`config.mk`:
```
export PLATFORM = sky130hd
export DESIGN_NAME = ram_138_32_fifo_ctrl
export DESIGN_NICKNAME = d
export VERILOG_FILES = /design/src/rtl/ram_fifo_pkg.sv /design/src/rtl/fifo_out_buf2.sv /design/src/rtl/ram_138_32_fifo_ctrl.sv
export SDC_FILE = /design/constraint.sdc
export NUM_CORES = 1
export LEC_CHECK = 0
export CAP_MARGIN = 10
export CELL_PAD_IN_SITES_DETAIL_PLACEMENT = 1
export CELL_PAD_IN_SITES_GLOBAL_PLACEMENT = 1
export CORE_AREA = 5 5 217 219
export DETAILED_ROUTE_END_ITERATION = 8
export DIE_AREA = 0 0 222 224
export PLACE_DENSITY_LB_ADDON = 0.15
export SLEW_MARGIN = 10
export SYNTH_ARGS = -nofsm -noshare
export SYNTH_HDL_FRONTEND = slang
export SYNTH_SLANG_ARGS = --single-unit
```
`constraint.sdc`:
```
create_clock -name clk -period 13.6 [get_ports clk]
set_input_delay 3.4 -clock clk [delete_from_list [all_inputs] [get_ports clk]]
set_output_delay 3.4 -clock clk [all_outputs]
set_load 0.02 [all_outputs]
```
`src/rtl/ram_fifo_pkg.sv`:
```
// Shared constants for the RAM-backed FIFO controller: RAM geometry defaults and
// the encoding of the last RAM operation used by the port arbiter.
package ram_fifo_pkg;

  localparam int WIDTH_DEF = 138;
  localparam int DEPTH_DEF = 32;
  localparam int AW_DEF    = 5;

  localparam logic OP_WR = 1'b0;
  localparam logic OP_RD = 1'b1;

endpackage

```
`src/rtl/fifo_out_buf2.sv`:
```
// Two-entry show-ahead buffer that receives prefetched RAM words and presents
// the oldest one on head; capture and pop may happen in the same cycle.
module fifo_out_buf2
  import ram_fifo_pkg::*;
#(
  parameter int WIDTH = WIDTH_DEF
) (
  input  logic             clk,
  input  logic             rst_n,
  input  logic             clr,
  input  logic             capture,
  input  logic [WIDTH-1:0] cap_data,
  input  logic             pop,
  output logic [1:0]       cnt,
  output logic [1:0]       cnt_nxt,
  output logic [WIDTH-1:0] head
);

  logic [WIDTH-1:0] tail;

  always_comb begin
    cnt_nxt = cnt;
    if (capture && !pop) begin
      cnt_nxt = cnt + 2'd1;
    end else if (pop && !capture) begin
      cnt_nxt = cnt - 2'd1;
    end
  end

  always_ff @(posedge clk) begin
    if (!rst_n || clr) begin
      cnt <= 2'd0;
    end else begin
      cnt <= cnt_nxt;
    end
  end

  // A captured word lands in head when head is (or is becoming) free, else in tail.
  always_ff @(posedge clk) begin
    if (capture) begin
      if (cnt == 2'd0 || (cnt == 2'd1 && pop)) begin
        head <= cap_data;
      end else begin
        tail <= cap_data;
      end
    end
    if (pop && cnt == 2'd2) begin
      head <= tail;
    end
  end

endmodule

```
`src/rtl/ram_138_32_fifo_ctrl.sv`:
```
// Runs one single-port synchronous RAM as a FIFO: writer and prefetch reader share
// the port with alternating priority, and a 2-entry buffer presents show-ahead data.
module ram_138_32_fifo_ctrl
  import ram_fifo_pkg::*;
#(
  parameter int WIDTH = WIDTH_DEF,
  parameter int DEPTH = DEPTH_DEF,
  parameter int AW    = AW_DEF
) (
  input  logic             clk,
  input  logic             rst_n,
  input  logic             flush,
  input  logic             push_valid,
  output logic             push_ready,
  input  logic [WIDTH-1:0] push_data,
  output logic             pop_valid,
  input  logic             pop_ready,
  output logic [WIDTH-1:0] pop_data,
  output logic [AW+1:0]    count,
  output logic             ram_cen,
  output logic             ram_wen,
  output logic [AW-1:0]    ram_addr,
  output logic [WIDTH-1:0] ram_din,
  input  logic [WIDTH-1:0] ram_dout
);

  localparam logic [AW:0] FULL_CNT = (AW+1)'(DEPTH);

  logic [AW-1:0] wr_ptr;
  logic [AW-1:0] rd_ptr;
  logic [AW:0]   ram_cnt;
  logic [AW:0]   ram_cnt_nxt;
  logic          rd_pend;
  logic          last_op;
  logic [1:0]    buf_cnt;
  logic [1:0]    buf_cnt_nxt;
  logic [AW+1:0] count_nxt;
  logic          space;
  logic          read_req;
  logic          rd_win;
  logic          do_wr;
  logic          do_rd;
  logic          pop_fire;

  // Handshakes: a beat moves on a side exactly when valid & ready are both high at
  // posedge; push_ready is a function of state only, and valid never waits on ready.
  always_comb begin
    space       = ram_cnt < FULL_CNT;
    read_req    = (ram_cnt != '0) && ((buf_cnt + {1'b0, rd_pend}) < 2'd2);
    rd_win      = read_req && (last_op == OP_WR);
    push_ready  = rst_n && space && !rd_win;
    do_wr       = push_valid && push_ready;
    do_rd       = rst_n && read_req && !do_wr;
    pop_fire    = pop_valid && pop_ready;
    ram_cnt_nxt = ram_cnt;
    if (do_wr) begin
      ram_cnt_nxt = ram_cnt + (AW+1)'(1);
    end else if (do_rd) begin
      ram_cnt_nxt = ram_cnt - (AW+1)'(1);
    end
    count_nxt = (AW+2)'(ram_cnt_nxt) + (AW+2)'(do_rd) + (AW+2)'(buf_cnt_nxt);
    ram_cen   = !(do_wr || do_rd);
    ram_wen   = !do_wr;
    ram_addr  = do_wr ? wr_ptr : rd_ptr;
    ram_din   = push_data;
  end

  // Flush drops any in-flight read by clearing rd_pend; RAM contents are left as is.
  always_ff @(posedge clk) begin
    if (!rst_n || flush) begin
      wr_ptr  <= '0;
      rd_ptr  <= '0;
      ram_cnt <= '0;
      rd_pend <= 1'b0;
      last_op <= OP_WR;
      count   <= '0;
    end else begin
      if (do_wr) begin
        wr_ptr  <= wr_ptr + AW'(1);
        last_op <= OP_WR;
      end
      if (do_rd) begin
        rd_ptr  <= rd_ptr + AW'(1);
        last_op <= OP_RD;
      end
      ram_cnt <= ram_cnt_nxt;
      rd_pend <= do_rd;
      count   <= count_nxt;
    end
  end

  assign pop_valid = (buf_cnt != 2'd0);

  fifo_out_buf2 #(
    .WIDTH (WIDTH)
  ) u_out_buf (
    .clk      (clk),
    .rst_n    (rst_n),
    .clr      (flush),
    .capture  (rd_pend),
    .cap_data (ram_dout),
    .pop      (pop_fire),
    .cnt      (buf_cnt),
    .cnt_nxt  (buf_cnt_nxt),
    .head     (pop_data)
  );

endmodule
```
==> metrics.md <==
| Metric | Value |
|---|---|
| Status | `completed` |
| Clock Sinks | `303` |
| EDFF count, synth | `276` |
| Max Cap Viol | `0` |
| Post-Syn Area | `12,550 um2` |
| Startpoint types | `primary input` |
| Area grow syn2layout | `29.89%` |
| Wire length per cell | `23.27 um` |
| First-pass GRT wire length | `51.40 mm` |
| Final WS setup | `4242 ps` |
| Cells along the critical path | `clkdlybuf4s50_1 -> nand3b_1 -> a21oi_2 -> inv_1 -> nand2_1 -> nand2_1 -> clkdlybuf4s50_1` |
| Crit end category | `output port` |
| Compound-Gate Fraction of Synth Area | `0.02083` |
| Yosys reg bits | `303` |
| Synth Area in Simple Gates | `0.03389` |
| Multi-input gate area | `2565 um2` |
| RSZ-0062 raised after global routing | `false` |
| Final Slew Violations | `0` |
| CP top delay family | `buffers and inverters` |
| Core area | `44,890 um2` |
| Worst Clk Skew | `9.424 ps` |
| Syn nets | `1,048` |
| Total power per unit cell area | `138.0 nW/um2` |
| Netlist cell types | `51` |
| Launch point of the worst reg-to-reg path | `u_out_buf.cnt[0]$_SDFF_PP0_` |
| Proportion of layout cells with a drive suffix above 1 | `0.2146` |
| Die ar. | `49,730 um2` |
| # port buffers | `296` |
| Grt ovf | `0` |
| CTS Buf Count | `37` |
| Register Area | `8828 um2` |
| Max Freq | `106.9 MHz` |
| Slew @ Worst Pin | `1052 ps` |
| Post-DP HPWL | `25.70 mm` |
| Hold path start | `wr_ptr[1]$_SDFFE_PP0N_` |
| Adder-Cell Fraction of Synth Area | `0.01116` |
| Vert. Die Dim | `224 um` |
| R2R cell count | `7` |
| Drt drc | `0` |
| # rows | `78` |
| Avg Inst Size Synth | `16.58 um2` |
| Sum Neg Setup Slack | `0 ps` |
| Total power | `2250 uW` |
| Post-CTS sizing | `0` |
| Post-layout instance count excluding filler cells | `1,562` |
| Die W | `222 um` |
| Maximum VDD drop | `0.07313 mV` |
| Final Hold Viols | `0` |
| Slew Limit Headroom | `0.2986` |
| Post-CTS Setup Bufs | `0` |
| Initial Util | `0.2796` |
| Initial antenna violation count | `8` |
| CTS Buffer Depth | `3` |
| Worst-Skew Late Latency | `520 ps` |
| Total number of yosys warnings | `0` |
| Pin count of the biggest net entering global routing | `71` |
| CTS tree | `done` |
| Worst-path clk slew | `60 ps` |
| Final WL | `36.35 mm` |
| Crit path time final | `9358 ps` |
| Placed inst area | `15,210 um2` |
| Leak | `0.005420 uW` |
| Initial DRC count | `382` |
| Post-CTS Hold Fix Bufs | `0` |
| Mux contribution to synthesized area | `0.1267` |
| Final Setup Violations | `0` |
| Worst reg-to-reg setup slack | `9790 ps` |
| Dpl cells | `1,499` |
| Drt pass-1 iters | `4` |
| Data required, critical path | `10,200 ps` |
| Worst r2r dst | `u_out_buf.head[99]$_DFFE_PP_` |
| Primary FF master, synth | `edfxtp_1` |
| Crit Path Class | `primary input to output port` |
| WHS Path Cells | `2` |
| Nets@finish | `1,229` |
| Gr usage total | `0.1381` |
| CTS root buffer | `clkbuf_16` |
| Final period util | `0.6881` |
| H-tree depth | `2` |
| Critical path fanouts, max | `15` |
| Pre-CTS worst setup slack | `4235 ps` |
| Antenna Nets Post-Route | `0` |
| Vias per cell | `4.417` |
| Largest family of logic cells by synthesized area | `multiplexers` |
| Post-route cell area | `16,310 um2` |
| Final GP Congestion | `0.7205` |
| IO Count | `573` |
| Vias post-DR | `6,900` |
| Vias in the first global route | `7,169` |
| Worst Hold End | `wr_ptr[1]$_SDFFE_PP0N_` |
| Asr flop ratio synth | `0` |
| Worst min path class | `register to register` |
| Post-synthesis xor/xnor area fraction | `0.009070` |
| Max incr delay on CP | `760 ps` |
| Buffers and inverters on the worst path | `3` |
| Fill cells | `4,576` |
| Arrival time worst endpoint | `5960 ps` |
| Seq/Total Area, Yosys | `0.7033` |
| Slowest cell on crit path | `clkdlybuf4s50_1` |
| Cells after Synth | `757` |
==> worst reg2reg max path: cells and delay by family, from the launching register on <==
family	cells	cell delay, ps
adder cells (fa/ha/maj)	1	270
buffers and inverters	4	1930
flip-flops	1	420
AO/OA/AOI/OAI	2	690
==> placed cells by master, fill, tap and decap left out, types with 6 or more instances in the layout <==
cell type / n
a21oi_1: 10
buf_4: 6
clkbuf_1: 10
clkbuf_16: 38
clkdlybuf4s50_1: 296
dfxtp_1: 27
edfxtp_1: 276
ha_1: 8
inv_1: 15
mux2_2: 139
nand2_1: 28
nand4_1: 7
nor2_1: 22
xor2_1: 8
==> metrics by stage <==
step	utilization	hold WS (ps)
after floorplan	-	466.6
final	0.3632	514.1
after CTS	0.3631	509.0
after global placement	0.3388	508.8
after detailed placement	0.3388	499.7
after global routing	0.3631	536.3
==> worst max-delay path by stage <==
stage,startpoint,to,slack (ps),cells past startpoint
global placement,rst_n,ram_addr[4],4240,7
detailed placement,rst_n,ram_addr[4],4240,7
CTS,rst_n,ram_addr[4],4220,7
global route,rst_n,ram_addr[4],4000,7
floorplan,pop_ready,u_out_buf.head[0]$_DFFE_PP_,2770,2
finish,rst_n,ram_addr[4],4240,7
==> Yosys cell counts (3+ instances only) <==
library cell	number	share of area
nor3_1	3	0.0012
dfxtp_1	27	0.043
ha_1	8	0.0080
a21oi_1	10	0.0040
inv_1	15	0.0045
clkbuf_1	18	0.0054
nand4_1	7	0.0035
xor2_1	8	0.0056
edfxtp_1	276	0.66
nand3_1	3	0.0012
and2_1	5	0.0025
xnor2_1	5	0.0035
nor2_1	22	0.0066
mux2_2	139	0.12
buf_4	139	0.083
nand2_1	29	0.0087
==> registers in the layout, summed over array words and instances (netlist names) <==
| signal | count |
|---|---|
| u_out_buf.head | 138 |
| ram_cnt | 6 |
| last_op | 1 |
| rd_ptr | 5 |
| u_out_buf.tail | 138 |
| count | 7 |
| wr_ptr | 5 |
| rd_pend | 1 |
| u_out_buf.cnt | 2 |
==> area by class of cell <==
cell class,count,share of cell area
Sequential cell,303,0.5414
Timing Repair Buffer,302,0.1845
Multi-Input combinational cell,279,0.1573
Clock buffer,48,0.06062
Tap cell,600,0.04604
Clock inverter,13,0.006369
Inverter,15,0.003453
Antenna cell,2,0.0003069
==> per-layer routing <==
layer  GRT usage  share of wire
met1      0.1526           0.37
met2      0.2283           0.49
met3     0.06867          0.098
met4     0.05647          0.041
met5           0         0.0022
==> cell families after synthesis <==
kind of cell               count (synthesis)
and+or+nand+nor                           84
buffers and inverters                    175
adders and majority gates                 10
xor gates and xnor gates                  13
AOI/OAI and AO/OA                         31
DFF                                      303
muxes                                    141
==> where the power goes <==
group	total, uW	switching (uW)	internal [uW]
sequential	1070	14.9	1060
clock	903	374	530
combinational	271	142	129
total	2250	531	1720
Note: power is estimated with default switching activity, not from simulation.
